## src/rtl/rgbw_pkg.sv

```systemverilog
// Shared RGBW link definitions: frame constants, SPI byte geometry and rx FSM states.
package rgbw_pkg;

  localparam logic [7:0]  RGBW_SYNC_BYTE = 8'h55;
  localparam int unsigned RGBW_FRAME_LEN = 8;

  localparam int unsigned SPI_BYTE_W = 8;
  localparam int unsigned SPI_CNT_W  = $clog2(SPI_BYTE_W);

  typedef enum logic {
    IDLE   = 1'b0,
    ACTIVE = 1'b1
  } rx_state_e;

endpackage

```

## src/rtl/rgbw_sync_edge.sv

```systemverilog
// Multi-flop synchroniser for an asynchronous input, plus one history flop for
// single-cycle rise/fall pulses. IDLE_VAL is the level the chain resets to.
module rgbw_sync_edge #(
  parameter int unsigned STAGES   = 2,
  parameter logic        IDLE_VAL = 1'b0
) (
  input  logic clk,
  input  logic rst_n,
  input  logic din,
  output logic rise_c,
  output logic fall_c
);

  logic [STAGES-1:0] sync_q;
  logic              hist_q;

  always_ff @(posedge clk or negedge rst_n) begin
    if (!rst_n) begin
      sync_q <= {STAGES{IDLE_VAL}};
      hist_q <= IDLE_VAL;
    end else begin
      sync_q <= {sync_q[STAGES-2:0], din};
      hist_q <= sync_q[STAGES-1];
    end
  end

  assign rise_c = sync_q[STAGES-1] & ~hist_q;
  assign fall_c = ~sync_q[STAGES-1] & hist_q;

endmodule

```

## src/rtl/rgbw_spi_byte_rx.sv

```systemverilog
// SPI mode-0 slave byte receiver oversampled on clk. Presents each byte with a
// stretched rdy level and echoes the previous byte on MISO.
module rgbw_spi_byte_rx
  import rgbw_pkg::*;
#(
  parameter int unsigned SYNC_STAGES = 2,
  parameter int unsigned RDY_HOLD    = 4
) (
  input  logic                  clk,
  input  logic                  reset,
  input  logic                  spi_sck,
  input  logic                  spi_cs_n,
  input  logic                  spi_mosi,
  output logic                  spi_miso,
  output logic                  spi_miso_oe,
  output logic [SPI_BYTE_W-1:0] rx_byte,
  output logic                  rdy,
  output logic                  overrun,
  output logic                  frame_err
);

  localparam int unsigned HOLD_W = $clog2(RDY_HOLD + 1);

  logic [1:0]             rst_sync_q;
  logic                   rst_n;
  logic                   sck_rise_c, sck_fall_c, cs_rise_c, cs_fall_c;
  logic [SYNC_STAGES-1:0] mosi_q;
  logic                   mosi_c;

  rx_state_e              state_q, state_nxt;
  logic                   start_c, stop_c, rx_edge_c, tx_edge_c, done_c;
  logic [SPI_CNT_W-1:0]   bit_cnt_q;
  logic [SPI_BYTE_W-1:0]  rx_shift_q, tx_shift_q, echo_q, rx_next_c;
  logic                   done_q;
  logic [HOLD_W-1:0]      hold_q;

  // Reset asserts asynchronously, releases on a clock edge.
  always_ff @(posedge clk or negedge reset) begin
    if (!reset) rst_sync_q <= 2'b00;
    else        rst_sync_q <= {rst_sync_q[0], 1'b1};
  end
  assign rst_n = rst_sync_q[1];

  rgbw_sync_edge #(.STAGES(SYNC_STAGES), .IDLE_VAL(1'b0)) u_sck_sync (
    .clk(clk), .rst_n(rst_n), .din(spi_sck), .rise_c(sck_rise_c), .fall_c(sck_fall_c)
  );

  rgbw_sync_edge #(.STAGES(SYNC_STAGES), .IDLE_VAL(1'b1)) u_cs_sync (
    .clk(clk), .rst_n(rst_n), .din(spi_cs_n), .rise_c(cs_rise_c), .fall_c(cs_fall_c)
  );

  // Same depth as the sck chain so mosi is sampled alongside the sck level that made the edge.
  always_ff @(posedge clk or negedge rst_n) begin
    if (!rst_n) mosi_q <= '0;
    else        mosi_q <= {mosi_q[SYNC_STAGES-2:0], spi_mosi};
  end
  assign mosi_c = mosi_q[SYNC_STAGES-1];

  always_ff @(posedge clk or negedge rst_n) begin
    if (!rst_n) state_q <= IDLE;
    else        state_q <= state_nxt;
  end

  // cs_n rise takes priority over any sck edge in the same cycle.
  always_comb begin
    state_nxt = state_q;
    start_c   = 1'b0;
    stop_c    = 1'b0;
    rx_edge_c = 1'b0;
    tx_edge_c = 1'b0;
    case (state_q)
      IDLE: begin
        if (cs_fall_c) begin
          state_nxt = ACTIVE;
          start_c   = 1'b1;
        end
      end
      ACTIVE: begin
        if (cs_rise_c) begin
          state_nxt = IDLE;
          stop_c    = 1'b1;
        end else begin
          rx_edge_c = sck_rise_c;
          tx_edge_c = sck_fall_c;
        end
      end
      default: state_nxt = IDLE;
    endcase
  end

  assign rx_next_c = {rx_shift_q[SPI_BYTE_W-2:0], mosi_c};
  assign done_c    = rx_edge_c && (bit_cnt_q == SPI_CNT_W'(SPI_BYTE_W - 1));

  always_ff @(posedge clk or negedge rst_n) begin
    if (!rst_n) begin
      bit_cnt_q   <= '0;
      rx_shift_q  <= '0;
      tx_shift_q  <= '0;
      echo_q      <= '0;
      rx_byte     <= '0;
      spi_miso    <= 1'b0;
      spi_miso_oe <= 1'b0;
      frame_err   <= 1'b0;
      done_q      <= 1'b0;
    end else begin
      frame_err <= 1'b0;
      done_q    <= 1'b0;
      if (start_c) begin
        bit_cnt_q   <= '0;
        tx_shift_q  <= echo_q;
        spi_miso    <= echo_q[SPI_BYTE_W-1];
        spi_miso_oe <= 1'b1;
      end
      if (stop_c) begin
        bit_cnt_q   <= '0;
        rx_shift_q  <= '0;
        frame_err   <= (bit_cnt_q != '0);
        spi_miso_oe <= 1'b0;
      end
      if (rx_edge_c) begin
        rx_shift_q <= rx_next_c;
        if (done_c) begin
          bit_cnt_q <= '0;
          rx_byte   <= rx_next_c;
          echo_q    <= rx_next_c;
          done_q    <= 1'b1;
        end else begin
          bit_cnt_q <= bit_cnt_q + SPI_CNT_W'(1);
        end
      end
      if (tx_edge_c) begin
        tx_shift_q <= {tx_shift_q[SPI_BYTE_W-2:0], 1'b0};
        spi_miso   <= tx_shift_q[SPI_BYTE_W-2];
      end
    end
  end

  // rdy hold: loaded one cycle after completion, counts down to a saturated zero.
  always_ff @(posedge clk or negedge rst_n) begin
    if (!rst_n) begin
      hold_q  <= '0;
      rdy     <= 1'b0;
      overrun <= 1'b0;
    end else begin
      if (done_q) begin
        hold_q <= HOLD_W'(RDY_HOLD - 1);
        rdy    <= 1'b1;
        if (rdy) overrun <= 1'b1;
      end else if (hold_q != '0) begin
        hold_q <= hold_q - HOLD_W'(1);
      end else begin
        rdy <= 1'b0;
      end
      if (stop_c) overrun <= 1'b0;
    end
  end

endmodule

```

## config.mk

```make
export PLATFORM = sky130hd
export DESIGN_NAME = rgbw_spi_byte_rx
export DESIGN_NICKNAME = d
export VERILOG_FILES = /design/src/rtl/rgbw_pkg.sv /design/src/rtl/rgbw_sync_edge.sv /design/src/rtl/rgbw_spi_byte_rx.sv
export SDC_FILE = /design/constraint.sdc
export NUM_CORES = 1
export LEC_CHECK = 0
export CAP_MARGIN = 20
export CORE_MARGIN = 3
export CORE_UTILIZATION = 36
export CTS_CLUSTER_DIAMETER = 50
export DETAILED_ROUTE_END_ITERATION = 6
export GPL_TIMING_DRIVEN = 0
export HOLD_SLACK_MARGIN = 0.15
export MAX_ROUTING_LAYER = met4
export PLACE_DENSITY = 0.53
export SLEW_MARGIN = 40
export SYNTH_ARGS = -nofsm -noshare
export SYNTH_HDL_FRONTEND = slang
export SYNTH_SLANG_ARGS = --single-unit
export TNS_END_PERCENT = 50
```

## constraint.sdc

```tcl
create_clock -name clk -period 1.87 [get_ports clk]
set_input_delay 0.374 -clock clk [delete_from_list [all_inputs] [get_ports clk]]
set_output_delay 0.374 -clock clk [all_outputs]
set_load 0.02 [all_outputs]
```

======== Word-level counts from Yosys, hierarchy flattened ========
Index checks and enable logic that the tools add are counted.
Widths: inputs -> output; s select.
storage, ports and cells
  bits in registers ....................... 45
  output and inout bits ................... 13
  logic and storage cells ................. 75
operators by class
  $add $sub $neg .......................... 2
  eq/ne operators ......................... 2
  mux-type cells .......................... 32
  bitwise gates (word level) .............. 9
  reduce and logical (&&, ||, !) cells .... 12
operator list
  cell                 number
  $mux 7               4
  $mux 1               21
  $mux 3               6
  $reduce_bool 2->1    6
  $reduce_bool 3->1    3
  $not 1->1            5
  $and 1x1->1          4
  $reduce_and 2->1     2
  $add 3x1->3 const B  1
  $eq 3x3->1 const B   1
  $sub 3x1->3 const B  1
  $ne 2x2->1 const B   1
  $pmux 1 s2           1
  $logic_and 1x1->1    1

======== Longest topological paths before layout ========
  depth in word-level cells ............... 7
  gate-level depth with buffers ........... 6
  gate-level depth less buffers ........... 6

======== Hierarchy ========
Synthesis repeated with hierarchy kept, for this count alone.
unflattened totals
  cell total of the unflattened synthesis .. 143
  area total of the unflattened synthesis .. 1804.2 sq um
modules (own cells, without submodules)
  module                       times used  cells each  area each (sq um)  sequential area each (sq um)
  rgbw_spi_byte_rx             1           133         1620.3             975.9
  rgbw_sync_edge (u_cs_sync)   1           5           93.8               78.8
  rgbw_sync_edge (u_sck_sync)  1           5           90.1               75.1

======== Worst setup path before layout ========
OpenSTA, ideal clock, no wires.
  path kind ............................... flip-flop to flip-flop
  from .................................... reg bit_cnt_q[0]
  to ...................................... reg echo_q[2]
  library setup time ...................... 0.125 ns
  data arrival time ....................... 1.378 ns
  path slack .............................. 0.367 ns
  cell stages (with the launch flop) ...... 7
  path buffers ............................ 0
  period minus slack after synthesis ...... 1.503 ns
  cells stage by stage .................... dfrtp_1 > ha_1 > ha_1 > and3b_1 > nand3_2 > inv_2 > mux2_2
between the ends
  word-level cells in the longest chain between the ends .. 3
ends and longest elaborated chain
  element                            line                     source
  from (decl)                        rgbw_spi_byte_rx.sv:32   logic [SPI_CNT_W-1:0] bit_cnt_q;
  from (signal assigned)             rgbw_spi_byte_rx.sv:128  bit_cnt_q <= bit_cnt_q + SPI_CNT_W'(1);
  $eq 3x3->1                         rgbw_spi_byte_rx.sv:92   assign done_c = rx_edge_c && (bit_cnt_q == SPI_CNT_W'(SPI_BYTE_W - 1));
  $logic_and 1x1->1                  rgbw_spi_byte_rx.sv:92
  $reduce_and 2->1 (no source line)  n/a
  to (signal assigned)               rgbw_spi_byte_rx.sv:125  echo_q <= rx_next_c;
  to (decl)                          rgbw_spi_byte_rx.sv:33   logic [SPI_BYTE_W-1:0] rx_shift_q, tx_shift_q, echo_q, rx_next_c;
Every way passes these cells.
A chain may end at the register's enable or synchronous reset.

======== Final worst setup path ========
  from .................................... reg bit_cnt_q[0]
  to ...................................... reg echo_q[5]
The elaborated chain is that of the path after synthesis.

==> summary.txt <==
Outcome
  – Status: completed

Power and ir drop
  – Power Density: between 900 and 1000 nW/um2
  – Clock power share: 27.2%
  – P_sw: 584.7 uW
  – Peak VDD IR: 0.3972 mV
  – Sequential share of power: a little over half
  – Internal power: ~1600 uW
  – Comb pwr share: 18.6%
  – Sw Share: between 20% and 30%
  – Total power: between 2000 and 2500 uW
  – Leakage: between 0.001 and 0.0015 uW

Clocking
  – CTS sink cnt: 45
  – Setup Fix Bufs, Post-CTS: 0
  – H-tree depth: 2
  – CTS tree: built
  – PostCTS Resize Cnt: 0
  – Clock Pin Slew Worst Setup and Hold Paths: around 0.08 ns
  – Cts hold-fix bufs: 0
  – Root Buffer: clkbuf_8
  – CTS Buf Count: 5
  – Worst-Skew Late Latency: between 0.2 and 0.3 ns
  – CTS Buffer Depth: 2

STA
  – Final Max Tran Viols: 0
  – Worst rel slew slack: a little under two thirds
  – Setup violators final: 0
  – Fmax achieved: 594.2 MHz
  – Skew final: between 0.003 and 0.004 ns
  – Fin crit share: about nine tenths
  – Final hold vios: 0
  – Sum Neg Setup Slack: 0 ns
  – Fin crit period: around 1.7 ns
  – RSZ-0062 raised after global routing: false
  – Slew @ Worst Pin: roughly 0.54 ns

Setup path
  – R2R setup slack: around 0.19 ns
  – CP max stage delay: 0.40 ns
  – Crit path kind: reg2reg
  – Element type at the critical path start: flop
  – CP delay by family, top: flip-flops
  – CP max-delay cell: dfrtp_1
  – Worst r2r src: bit_cnt_q[0]
  – CP Cell Sequence: ha_1, ha_1, and3b_1, nand3_2, inv_2, mux2_2
  – Crit path capture type: flop
  – FF-to-FF End: echo_q[5]
  – Cell mode on critical path: ha_1
  – Worst Path Arrival: between 1.5 and 2 ns
  – Crit path buf inv count: 1
  – CP max FO: 7
  – R2R depth: 6
  – Worst EP required: approximately 2.1 ns

Placed design
  – Gpl congestion: approximately 0.7
  – Post-DP HPWL: 2256 um
  – Port bufs: 17

Synthesis
  – Post-synth EDFFs: 0
  – FFs w/ async S/R, synth: 100.0%
  – Number of synthesized register bits: 45
  – Yosys top cell area share: 57.30%
  – Most common library cells after synthesis: dfrtp_1 (42), inv_1 (14), nor2_1 (9), mux2_2 (8)
  – Syn Nets: approximately 150
  – Syn Area/Cell: around 14 um2
  – Register area share after synthesis: 61.60%
  – Synth top area cells: dfrtp_1 (57%), mux2_2 (4.9%), dfstp_2 (4.3%)
  – Synth unique cells: 32
  – Primary FF master, synth: dfrtp_1
  – Most frequent cell after synthesis: dfrtp_1
  – Cells after synthesis: approximately 140
  – Synth Cell Area: between 1500 and 2000 um2
  – Yosys warning total: 0
  – Synth area leader: dfrtp_1

GRT
  – Number of global-route vias before repair: around 1.2k
  – Largest net degree at the start of global routing: between 40 and 50
  – GRT Residual Overflow: 0
  – First-pass GRT wire length: 5616 um
  – Initial antenna violation count: 0
  – GR Util All Layers: 12.37%

Worst hold path
  – Hold Path Class: in2async

Drt
  – Drt total wl: 3187 um
  – Detailed Route Iter0 Violations: 65
  – Drc violations: 0
  – Via count: ~1.1k
  – Routed WL per cell: between 10 and 15 um
  – Via density: ~4.9
  – DR pass1 iterations: 5
  – Post-route ant nets: 0

Final layout
  – Fillers: 450
  – Diode count: 0
  – Layout cells sized above 1: 19.38%
  – Area grow syn2layout: 18.96%
  – Nets: 169

Floorplanning
  – Initial Utilization: between 30% and 40%
  – Die area: around 6000 um2
  – Die X: 77.38 um
  – Placeable Area: between 4000 and 5000 um2
  – Num rows: 25
  – Num ports: 18
  – Die Ht: a little under 80 um

Run
  – Number of max-cap violations: 0
## layout make-up
class	count	area [um2]	share of cell area [%]
Sequential cell	45	1134	51.95
Multi-Input combinational cell	71	616.8	28.27
Timing Repair Buffer	17	170.2	7.798
Clock buffer	8	90.09	4.128
Tap cell	67	83.83	3.842
Inverter	16	60.06	2.752
Buffer	3	27.53	1.261
## stage by stage
stage	worst slack, ns	instances	instance area, um2	hold WS (ns)	util, %
floorplan	0.3669	135	1834	0.07841	-
global placement	0.1133	219	2088	0.3366	43.35
detailed placement	0.1824	219	2092	0.3373	43.43
CTS	0.1701	227	2182	0.2241	45.30
global route	0.1012	227	2182	0.2181	45.30
finish	0.1870	227	2182	0.2405	45.30
## cell usage in the layout (no fill, tap or decap), types with 2 or more instances in the layout
cell / Yosys / routed
a22o_1: 7 / 7
mux2_2: 8 / 8
clkbuf_1: 0 / 2
dfstp_2: 3 / 3
ha_1: 5 / 5
clkdlybuf4s50_1: 0 / 17
a32o_1: 3 / 3
mux2i_1: 7 / 7
clkbuf_8: 0 / 6
nand2b_1: 2 / 2
buf_6: 2 / 2
dfrtp_1: 42 / 41
nor2b_1: 3 / 3
a222oi_1: 7 / 7
inv_1: 14 / 14
inv_2: 2 / 2
a21oi_1: 4 / 4
nor2_1: 9 / 9
## worst max-delay path by stage
stage                  startpoint         to  slack, ns  cells past startpoint
floorplan            bit_cnt_q[0]  echo_q[2]       0.37                      6
detailed placement   bit_cnt_q[0]  echo_q[5]       0.18                      6
finish               bit_cnt_q[0]  echo_q[5]       0.19                      6
CTS                  bit_cnt_q[0]  echo_q[5]       0.17                      6
global route         bit_cnt_q[0]  echo_q[4]       0.10                      6
global placement    rst_sync_q[1]  hold_q[0]       0.11                      0
## worst register-to-register path, cell delays in order (launching register included)
cell	delay [ns]
dfrtp_1	0.40
ha_1	0.16
ha_1	0.19
and3b_1	0.18
nand3_2	0.12
inv_2	0.17
mux2_2	0.36
## layer usage
metal  share of wire [%]  wire, um  vias up  global-route usage, %
met5                   0         0        -                      -
met4                0.94        30        0                  4.804
met3                 4.2       135        4                  4.176
met2                  48      1536       27                  18.57
met1                  47      1485      570                  15.51
li1                    -         -      522                      -
## flip-flops by register name (all words and copies together), names as in the netlist, 2 cells and up
signal and count:
rx_shift_q 7, echo_q 8, bit_cnt_q 3, rst_sync_q 2, hold_q 3, u_cs_sync.sync_q 2, u_sck_sync.sync_q 2, mosi_q 2
tx_shift_q 7
## cells by family after synthesis
group / Yosys count / synth area share (%)
other cells: 1 / 0.2044
simple gates: 23 / 8.322
buf+inv: 19 / 4.775
mux: 15 / 8.732
fa+ha+maj: 5 / 3.411
flops: 45 / 61.60
compound gates: 26 / 12.48
xor+xnor: 1 / 0.4776
## power by group through the flow
stage,clock network (uW),logic (uW),registers [uW]
floorplan,0,298,1190
global placement,0,383,1190
detailed placement,0,412,1200
CTS,627,413,1180
global route,675,462,1200
finish,592,404,1180
Note: power is estimated with default switching activity, not from simulation.
